[src/rtl/serial_frame_rx_if.sv]
// Byte/handshake/error bundle of the serial frame receiver.
// master: receiver side (drives byte, VALID and error pulses).
// slave:  consumer side (drives READY).
interface serial_frame_rx_if;
  logic [7:0] DATA_OUT;
  logic       VALID;
  logic       READY;
  logic       PAR_ERR;
  logic       FRM_ERR;
  logic       OVERRUN;

  modport master (
    output DATA_OUT,
    output VALID,
    output PAR_ERR,
    output FRM_ERR,
    output OVERRUN,
    input  READY
  );

  modport slave (
    input  DATA_OUT,
    input  VALID,
    input  PAR_ERR,
    input  FRM_ERR,
    input  OVERRUN,
    output READY
  );
endinterface

[src/rtl/serial_frame_rx.sv]
// Serial-to-parallel frame receiver.
// Line format: start(0), D7..D0 MSB first, even parity, stop(1).
// One line bit is sampled per CLOCK edge with ENABLE=1.
// The received byte is offered on a VALID/READY handshake.
// Parity, framing and overrun errors are one-cycle pulses.
module serial_frame_rx (
  input  logic              CLOCK,
  input  logic              RESET,
  input  logic              ENABLE,
  input  logic              S_IN,
  serial_frame_rx_if.master bus
);

  typedef enum logic [2:0] {
    IDLE,
    DATA,
    PARITY,
    STOP,
    WAIT_HIGH
  } state_t;

  state_t     state;
  logic [2:0] bit_cnt;
  logic [7:0] shift;
  logic       par_bit;

  logic [7:0] data_q;
  logic       valid_q;
  logic       par_err_q;
  logic       frm_err_q;
  logic       overrun_q;

  // Parity of D7..D0 plus the parity bit must be even.
  logic       parity_ok;
  assign parity_ok = ~(^shift ^ par_bit);

  // Frame FSM, output buffer and handshake.
  // Error pulses clear on every clock, so they stay one cycle wide
  // even while ENABLE is low. A delivery in the stop-bit cycle takes
  // priority over the handshake clear of VALID.
  always_ff @(posedge CLOCK) begin
    if (RESET) begin
      state     <= IDLE;
      bit_cnt   <= '0;
      shift     <= '0;
      par_bit   <= 1'b0;
      data_q    <= '0;
      valid_q   <= 1'b0;
      par_err_q <= 1'b0;
      frm_err_q <= 1'b0;
      overrun_q <= 1'b0;
    end else begin
      par_err_q <= 1'b0;
      frm_err_q <= 1'b0;
      overrun_q <= 1'b0;

      if (valid_q && bus.READY) begin
        valid_q <= 1'b0;
      end

      if (ENABLE) begin
        case (state)
          IDLE: begin
            if (!S_IN) begin
              state   <= DATA;
              bit_cnt <= '0;
              shift   <= '0;
            end
          end

          DATA: begin
            shift   <= {shift[6:0], S_IN};
            bit_cnt <= bit_cnt + 3'd1;
            if (bit_cnt == 3'd7) begin
              state <= PARITY;
            end
          end

          PARITY: begin
            par_bit <= S_IN;
            state   <= STOP;
          end

          STOP: begin
            if (S_IN) begin
              state <= IDLE;
              if (parity_ok) begin
                if (!valid_q || bus.READY) begin
                  data_q  <= shift;
                  valid_q <= 1'b1;
                end else begin
                  overrun_q <= 1'b1;
                end
              end else begin
                par_err_q <= 1'b1;
              end
            end else begin
              frm_err_q <= 1'b1;
              state     <= WAIT_HIGH;
            end
          end

          WAIT_HIGH: begin
            if (S_IN) begin
              state <= IDLE;
            end
          end

          default: begin
            state <= IDLE;
          end
        endcase
      end
    end
  end

  assign bus.DATA_OUT = data_q;
  assign bus.VALID    = valid_q;
  assign bus.PAR_ERR  = par_err_q;
  assign bus.FRM_ERR  = frm_err_q;
  assign bus.OVERRUN  = overrun_q;

endmodule

[src/flat_wrapper.sv]
// flat-port wrapper written by rule: the top's interface ports become plain ports
module serial_frame_rx_flat 
  (CLOCK, RESET, ENABLE, S_IN, bus_DATA_OUT, bus_VALID, bus_PAR_ERR, bus_FRM_ERR, bus_OVERRUN, bus_READY);
  serial_frame_rx_if bus_i ();
  input  logic CLOCK;
  input  logic RESET;
  input  logic ENABLE;
  input  logic S_IN;
  output wire logic [$bits(bus_i.DATA_OUT)-1:0] bus_DATA_OUT;
  output wire logic [$bits(bus_i.VALID)-1:0] bus_VALID;
  output wire logic [$bits(bus_i.PAR_ERR)-1:0] bus_PAR_ERR;
  output wire logic [$bits(bus_i.FRM_ERR)-1:0] bus_FRM_ERR;
  output wire logic [$bits(bus_i.OVERRUN)-1:0] bus_OVERRUN;
  input wire logic [$bits(bus_i.READY)-1:0] bus_READY;
  assign bus_DATA_OUT = bus_i.DATA_OUT;
  assign bus_VALID = bus_i.VALID;
  assign bus_PAR_ERR = bus_i.PAR_ERR;
  assign bus_FRM_ERR = bus_i.FRM_ERR;
  assign bus_OVERRUN = bus_i.OVERRUN;
  assign bus_i.READY = bus_READY;
  serial_frame_rx u_core (.CLOCK(CLOCK), .RESET(RESET), .ENABLE(ENABLE), .S_IN(S_IN), .bus(bus_i));
endmodule
[config.mk]
export PLATFORM = sky130hd
export DESIGN_NAME = serial_frame_rx_flat
export DESIGN_NICKNAME = d
export VERILOG_FILES = /design/src/rtl/serial_frame_rx_if.sv /design/src/rtl/serial_frame_rx.sv /design/src/flat_wrapper.sv
export SDC_FILE = /design/constraint.sdc
export NUM_CORES = 1
export LEC_CHECK = 0
export CORE_MARGIN = 1
export CORE_UTILIZATION = 50
export DETAILED_ROUTE_END_ITERATION = 16
export PLACE_DENSITY = 0.72
export SETUP_SLACK_MARGIN = 0.1
export SLEW_MARGIN = 20
export SYNTH_ARGS = -nofsm -noshare
export SYNTH_HDL_FRONTEND = slang
export SYNTH_SLANG_ARGS = --single-unit
export TNS_END_PERCENT = 5
[constraint.sdc]
create_clock -name CLOCK -period 2.04 [get_ports CLOCK]
set_input_delay 0.204 -clock CLOCK [delete_from_list [all_inputs] [get_ports CLOCK]]
set_output_delay 0.204 -clock CLOCK [all_outputs]
set_load 0.01 [all_outputs]
* Word-level counts from Yosys, hierarchy flattened
Cells that the tools add are included.
** Word-level totals
- Register bits after elaboration :: 27
- Input port bits :: 5
- Output and inout bits :: 12
- Logic and storage cells :: 54
** Cells by class
- Add/subtract/negate cells :: 1
- Equality and inequality tests :: 8
- Muxes and demuxes :: 18
- Bitwise logic cells :: 5
- Reductions and logical operators :: 13
** Operator list (number)
- 8-bit case mux with 2 select lines :: 1
- 3-bit two-way mux :: 5
- 3-bit case mux with 5 select lines :: 1
- 1-bit two-way mux :: 9
- 8-bit two-way mux :: 1
- 8-bit XOR reduction :: 1
- 3-bit by 2-bit == test with 1-bit output, second input constant :: 2
- 3-bit == test, second input constant :: 2
- 3-bit case mux with 2 select lines :: 1
- 5-bit AND reduction :: 1
- 5-bit OR reduction :: 1
- 2-bit != test, second input constant :: 2
- 1-bit NOT :: 4
- 4-bit AND reduction :: 1
- 4-bit OR reduction :: 1
- 3-bit by 1-bit adder with 3-bit output, second input constant :: 1
- 3-bit by 1-bit == test with 1-bit output, second input constant :: 1
- 3-bit zero test :: 1
- 3-bit AND reduction :: 1
- 3-bit OR reduction :: 1
- 2-bit by 1-bit != test with 1-bit output, second input constant :: 1
- 2-bit AND reduction :: 1
- 2-bit nonzero test :: 1
- 1-bit logical AND :: 1
- other kinds (3) :: 3

* Longest topological paths before layout
Gate-level depths: netlist of run 1.
- Word-level depth :: 7
- Gate-level depth with buffers :: 5

* Worst setup path before layout of run 1
No wires, ideal clock.
- Path kind :: register to register
- Start :: register u_core.shift[1]
- End :: register u_core.data_q[0], in the netlist u_core.bus.DATA_OUT[0]
- Arrival time :: 1.539 ns
- Slack :: 0.429 ns
- Stages on the path, launching flop included :: 5
- Path buffers :: 0
- Clock period less this slack :: 1.611 ns
- Cell sequence :: dfxtp_1 xnor3_1 nand4b_1 mux2i_4 mux2i_1
** Between the ends
- Cells in the longest elaborated chain, start to end :: 4
** Ends and longest elaborated chain
- start: declaration :: RTL line serial_frame_rx.sv:24 : logic [7:0] shift;
- start signal: assignment :: RTL line serial_frame_rx.sv:72 : shift <= {shift[6:0], S_IN};
- 8-bit XOR reduction :: RTL line serial_frame_rx.sv:35 : assign parity_ok = ~(^shift ^ par_bit);
- 1-bit XOR :: RTL line serial_frame_rx.sv:35
- 1-bit NOT (no line)
- 5-bit AND reduction (no line)
- end signal: assignment :: RTL line serial_frame_rx.sv:89 : data_q <= shift;
- end: declaration :: RTL line serial_frame_rx.sv:27 : logic [7:0] data_q;
Every way passes these cells.
A chain may end at the register's enable or synchronous reset.

* Worst setup path in the final report of run 1
- Start :: register u_core.shift[1]
- End :: register u_core.data_q[3], in the netlist u_core.bus.DATA_OUT[3]
The elaborated chain is that of the path after synthesis.

==> summary.txt, run 1 <==
STA
  • Fmax: between 0.5 and 0.6 GHz
  • Sum Neg Setup Slack: 0 ns
  • Clock Skew: 0.00620 ns
  • Final Hold Vio Count: 0
  • Slew margin rel.: between 70 and 80%
  • Final period util: between 80% and 90%
  • Fin Hold WS: 0.485 ns
  • Count of final setup violators: 0
  • Slew Viols, Final: 0
  • Post-layout min period: around 1.7 ns
  • RSZ-0062 raised after global routing: no
  • Actual slew at the worst max-slew pin: around 0.36 ns

Power and ir drop
  • Switching Fraction: between 20% and 30%
  • Power share of the sequential group: about 65%
  • Clk network pwr share: between 20% and 30%
  • Switching power: about 190 µW
  • Combinational share of power: roughly 6.4%
  • PD cells: around 570 nW/µm²
  • Peak supply drop: 0.488 mV
  • Leakage: between 0.0004 and 0.0005 µW
  • Int Power: between 600 and 700 µW

Placement
  • Port Buf Inserts: 16
  • GPL Wtd Cong: between 0.7 and 0.8
  • Dpl hpwl: 1.45 mm

Routing
  • Total number of vias: 879
  • Initial DRC Count: 14
  • # DRC: 0
  • Antenna Nets Post-Route: 0
  • Drt pass-1 iters: 4
  • Vias per cell: about 5.4
  • Drt wl/cell: between 10 and 15 µm
  • Final WL: 2.07 mm

Logic synthesis
  • Yosys top cell area share: between 40% and 50%
  • Mapped Cells: about 120
  • Ys async rst share: 0%
  • Syn Area/Cell: just over 10 µm²
  • Synth area leaders: dfxtp_1 (46%), nand2b_1 (9.0%), mux2i_1 (8.5%)
  • Yosys reg bits: 27
  • Top FF cell, synth: dfxtp_1
  • EDFF count, synth: 0
  • Seq/Total Area, Yosys: between 40% and 50%
  • Synth Warn #: 0
  • Mapped cell area: 1180 µm²
  • Syn nets: roughly 120
  • Netlist cell types: 28
  • Synth area leader: dfxtp_1

Outcome
  • Status: finished clean

Cells and area
  • Final antenna diode count: 0
  • Nets@finish: about 140
  • Layout cells sized above 1: 8.82%
  • Area Growth Syn to Fin: 21.3%

Hold path
  • Hold/Removal Path Class: reg2reg

Clock tree
  • CTS tree: built
  • Root buffer cell: clkbuf_4
  • Clk_lat worst skew: 0.33 ns
  • Hold Buf Count CTS: 0
  • Clk sinks: 27
  • Max clock buf depth: 2
  • TritonCTS Buffers: 3
  • Worst-path clk slew: approximately 0.14 ns
  • H-Tree Depth: 1

Worst setup path
  • Setup CP Type: reg2reg
  • Worst Path Required: 2.31 ns
  • Critical path startpoint category: flop
  • Crit path max fanout: 8
  • Crit path capture type: flop
  • WP data arrival: 1.98 ns

Floorplan
  • Row count: 17
  • I/O pin count: 17
  • Chip Width: between 50 and 60 µm
  • Die height: around 51 µm
  • Total die area: approximately 2600 µm²
  • Initial Util: 53.2%
  • Core area: roughly 2200 µm²

Global route
  • GR peak layer: met2
  • M1 GR Usage: between 20% and 30%
  • Total GRT Usage: around a fifth
  • Pin count of the biggest net entering global routing: 19
  • Antenna violations before repair: 0
  • M2 GR Usage: a little under a third
  • First-pass GRT wire length: between 3 and 4 mm
  • Met3 usage: roughly 2.7%
  • Vias in the first global route: ~800
  • Total gr overflow: 0

Run
  • Max_cap viols: 0
## kinds of logic (layout without fill, tap and decap cells)
| kind of cell | after synthesis | in the layout | synth area share (%) |
|---|---|---|---|
| buffers and inverters | 9 | 28 | 2.87 |
| muxes | 11 | 11 | 10.4 |
| xor gates and xnor gates | 6 | 6 | 6.92 |
| DFF | 27 | 27 | 46.0 |
| AOI/OAI and AO/OA | 19 | 19 | 11.7 |
| and+or+nand+nor | 43 | 43 | 20.0 |
| adders and majority gates | 2 | 2 | 2.13 |
## cells in the final DEF, fill, tap and decap left out, types with 2 or more instances in the layout
cell type	netlist	final
ha_1	2	2
xor2_1	2	2
nor3_1	3	3
inv_1	3	3
xnor2_1	2	2
o21ai_0	2	2
nor2_1	15	15
clkbuf_4	0	3
buf_4	0	4
nor3b_1	2	2
nand2b_1	17	17
a22oi_1	11	11
mux2i_1	10	10
dfxtp_1	27	27
clkdlybuf4s50_1	0	16
## critical path, cell delays in order (launching register included)
cell      delay (ns)
dfxtp_1         0.40
xnor3_1         0.46
nand4b_1        0.25
mux2i_4         0.20
buf_12          0.16
mux2i_1         0.18
## worst paths after layout
check	to	cells after the start	from	slack, ns
setup / recovery	u_core.bus.DATA_OUT[3]	5	u_core.shift[1]	0.33
hold reg to reg	u_core.bus.DATA_OUT[4]	2	u_core.bus.DATA_OUT[4]	0.49
setup reg to reg	u_core.bus.DATA_OUT[3]	5	u_core.shift[1]	0.33
hold / removal	u_core.bus.DATA_OUT[4]	2	u_core.bus.DATA_OUT[4]	0.49
## repair_timing
action	4_1_cts	5_1_grt
setup endpoints to repair	0	2
endpoints found under the hold margin	0	0
buffers inserted	0	1
gates resized for setup	0	0
## cell type report
| class | instances | area [µm²] |
|---|---|---|
| tap | 28 | 35.0 |
| fill | 199 | 786 |
| sequential | 27 | 541 |
| timing repair buffer | 21 | 210 |
| clock inverter | 1 | 5.00 |
| clock buffer | 3 | 22.5 |
| inverter | 3 | 11.3 |
| multi-input combinational | 81 | 602 |
## cell usage after synthesis (2+ instances only)
cell type	number
inv_1	3
a22oi_1	11
nor3_1	3
nor2_1	15
nor3b_1	2
mux2i_1	10
dfxtp_1	27
o21ai_0	2
clkbuf_1	6
xor2_1	2
xnor2_1	2
ha_1	2
nand2b_1	17
## flip-flops by register name (all words and copies together) (netlist names)
signal	cells
u_core.bit_cnt	3
u_core.bus.DATA_OUT	8
u_core.bus.FRM_ERR	1
u_core.bus.OVERRUN	1
u_core.bus.PAR_ERR	1
u_core.bus.VALID	1
u_core.par_bit	1
u_core.shift	8
u_core.state	3
## metal layers
layer  routed length [µm]  share of wire, %  vias to the layer above
met4                   46               2.2                        0
met2                  990                48                       16
met5                    0                 0                        -
li1                     -                 -                      445
met3                   54               2.6                        4
met1                  975                47                      414
## through the flow
step | instance area [µm²] | total power (µW) | cells | setup WS, ns | utilization (%)
floorplan | 1180 | 577 | 117 | 0.429 | -
CTS | 1410 | 830 | 163 | 0.213 | 63.6
finish | 1430 | 817 | 164 | 0.330 | 64.5
global placement | 1380 | 595 | 159 | 0.182 | 62.3
global route | 1430 | 850 | 164 | 0.232 | 64.5
detailed placement | 1380 | 597 | 159 | 0.0835 | 62.3
## power by group through the flow
| stage | sequential, µW | clock (µW) | combinational (µW) |
|---|---|---|---|
| finish | 534 | 231 | 52.1 |
| CTS | 534 | 244 | 51.8 |
| floorplan | 544 | 0 | 32.3 |
| global placement | 545 | 0 | 50.4 |
| detailed placement | 545 | 0 | 51.7 |
| global route | 535 | 257 | 58.1 |
Note: power is estimated with default switching activity, not from simulation.
==> inputs of run 2 (changes only) <==
- CORE_UTILIZATION: 50 -> 47
- PLACE_DENSITY: 0.72 -> 0.71
- clock period: 2.04 -> 1.4 ns (I/O delays scaled with it)
==> summary.txt, run 2 (synthesized netlist as in run 1, its figures left out) <==
Power and ir drop
  • Combinational share of power: 7.8% (+1.4 points)
  • Switching Fraction: 23.6% (+0.53 points)
  • Switching power: 287 µW (+52%)
  • Int Power: 929 µW (+48%)
  • Leakage: 0.000678 µW (+36%)
  • Power, Total: 1220 µW (+49%)
  • Peak supply drop: 0.708 mV (+45%)
  • Clk network pwr share: 28.4% (about the same)
  • PD cells: 757 nW/µm² (+32%)
  • Power share of the sequential group: 63.8% (-1.5 points)

Cells and area
  • Nets@finish: 163 (+13%)
  • Final antenna diode count: 0 (unchanged)
  • Most frequent cells in the layout: buf_4 (22), dfxtp_1 (19), nand2b_1 (17)
  • Post-route insts no fill: 183 (+12%)
  • Post-route cell area: 1610 µm² (+13%)
  • Area Growth Syn to Fin: 36.5%
  • Most common cell after layout, fill and taps aside: buf_4
  • Final Util: 70.5% (+6.1 points)
  • Layout cells sized above 1: 28.4% (+20 points)

Worst setup path
  • Critical path startpoint category: flop
  • Crit path max fanout: 8 (unchanged)
  • Worst Path Required: 1.67 ns (-0.64 ns)
  • Capture point of the worst path: u_core.bus.DATA_OUT[6]
  • WP data arrival: 1.91 ns (-0.07 ns)
  • R2R cell count: 5 (unchanged)
  • Launching point of the worst reg2reg path: u_core.shift[3]
  • Reg2Reg Capture Point: u_core.bus.DATA_OUT[6]
  • Reg2reg setup slack: -0.25 ns (-0.58 ns)
  • Crit path capture type: flop
  • Setup CP Type: reg2reg
  • Setup crit start: u_core.shift[3]

STA
  • Post-layout min period: 1.65 ns (-0.0639 ns)
  • Slew Viols, Final: 0 (unchanged)
  • Fin worst setup slack: -0.246 ns (-0.576 ns)
  • RSZ-0062 raised after global routing: yes
  • Count of final setup violators: 11 (+11)
  • Clock Skew: 0.00726 ns (+0.00106 ns)
  • Actual slew at the worst max-slew pin: 0.257 ns (-0.104 ns)
  • Final period util: 118% (+34 points)
  • Fmax: 0.608 GHz (+3.9%)
  • Final Hold Vio Count: 0 (unchanged)
  • Slew margin rel.: 82.8% (+6.9 points)

Global route
  • Antenna violations before repair: 0 (unchanged)
  • GR peak layer: met2
  • Met3 usage: 2.63% (-0.096 points)
  • Vias in the first global route: 877 (+9.4%)
  • Total GRT Usage: 19.6% (+0.75 points)
  • Pin count of the biggest net entering global routing: 19 (unchanged)
  • Total gr overflow: 0 (unchanged)
  • First-pass GRT wire length: 3.82 mm (+8.0%)
  • M1 GR Usage: 24.3% (+1.6 points)
  • M2 GR Usage: 32.5% (+0.70 points)

Clock tree
  • H-Tree Depth: 1 (unchanged)
  • TritonCTS Buffers: 3 (unchanged)
  • Max clock buf depth: 2 (unchanged)
  • Hold Buf Count CTS: 0 (unchanged)
  • Clk sinks: 27 (unchanged)
  • Worst-path clk slew: 0.15 ns (about the same)
  • Root buffer cell: clkbuf_4
  • Clk_lat worst skew: 0.33 ns (about the same)
  • CTS tree: built

Floorplan
  • Core area: 2280 µm² (+2.9%)
  • Die height: 52.0 µm (+3.0%)
  • Row count: 17 (unchanged)
  • Total die area: 2710 µm² (+6.1%)
  • I/O pin count: 17 (unchanged)
  • Initial Util: 51.7% (-1.5 points)
  • Chip Width: 52.0 µm (+3.0%)

Placement
  • Dpl cells: 177 (+11%)
  • Port Buf Inserts: 16 (unchanged)
  • Post-place setup slack: -0.262 ns (-0.346 ns)
  • Dpl hpwl: 1.63 mm (+13%)
  • GPL Wtd Cong: 0.796 (+13%)
  • Post-DP Area: 1530 µm² (+11%)

Run
  • Max_cap viols: 0 (unchanged)

Routing
  • Drt pass-1 iters: 4 (unchanged)
  • Drt wl/cell: 12.6 µm (-0.32%)
  • Antenna Nets Post-Route: 0 (unchanged)
  • # DRC: 0 (unchanged)
  • Final WL: 2.30 mm (+11%)
  • Initial DRC Count: 8 (-6)
  • Total number of vias: 940 (+6.9%)
  • Vias per cell: 5.14 (-4.2%)

Hold path
  • Hold/Removal Path Class: reg2reg

Outcome
  • Violated checks: setup timing
  • Status: complete, but fails checks
run 2: changes by cell type in the layout (fill, tap and decap cells not counted), moves of 8 or more:
| cell | delta |
|---|---|
| clkdlybuf4s50_1 | -10 |
| dfxtp_2 | +8 |
| dfxtp_1 | -8 |
| buf_4 | +18 |
| dlygate4sd2_1 | +8 |
run 2: per-layer routing:
metal  vias to the layer above  share of wire [%]
li1                        484                  -
met1                       440                 47
met2                        12                 49
met3                         4                2.6
met4                         0                1.5
met5                         -                  0
run 2: worst min path at each step:
stage	cells past startpoint	end	slack [ns]	start
2_1_floorplan	2	u_core.bus.OVERRUN	0.31	RESET
3_3_place_gp	2	u_core.bus.DATA_OUT[5]	0.46	u_core.bus.DATA_OUT[5]
3_5_place_dp	2	u_core.bus.DATA_OUT[0]	0.47	u_core.bus.DATA_OUT[0]
4_1_cts	4	u_core.state[2]	0.48	ENABLE
5_1_grt	4	u_core.state[2]	0.50	ENABLE
6_report	2	u_core.bus.DATA_OUT[0]	0.48	u_core.bus.DATA_OUT[0]
run 2: critical path: stages, from the launching register on:
cell	delay (ns)
dfxtp_2	0.35
xnor3_1	0.44
nand4b_1	0.24
mux2i_4	0.20
buf_12	0.15
mux2i_1	0.20
run 2: repair_timing:
item,CTS,global route
gates resized for setup,13,12
hold endpoints to repair,0,0
setup endpoints to repair,34,30
setup buffers,1,1
pin swaps,2,4
run 2: power by group through the flow:
stage          logic [µW]  clock network, µW  registers (µW)
6_report             94.4                345             776
5_1_grt               103                395             777
4_1_cts              92.0                360             776
3_5_place_dp         89.4                  0             793
3_3_place_gp         86.5                  0             793
2_1_floorplan        45.8                  0             793
run 2: cell type report:
type | count | area, µm²
Fill cell | 181 | 671
Clock buffer | 3 | 22.5
Multi-Input combinational cell | 81 | 627
Clock inverter | 1 | 7.51
Inverter | 3 | 11.3
Sequential cell | 27 | 551
Timing Repair Buffer | 40 | 352
Tap cell | 28 | 35.0
run 2: through the flow:
step           hold WS, ns  TNS, ns
2_1_floorplan        0.314    -1.46
3_3_place_gp         0.458    -3.50
3_5_place_dp         0.469    -4.11
4_1_cts              0.482    -1.96
5_1_grt              0.501    -2.61
6_report             0.484    -1.98
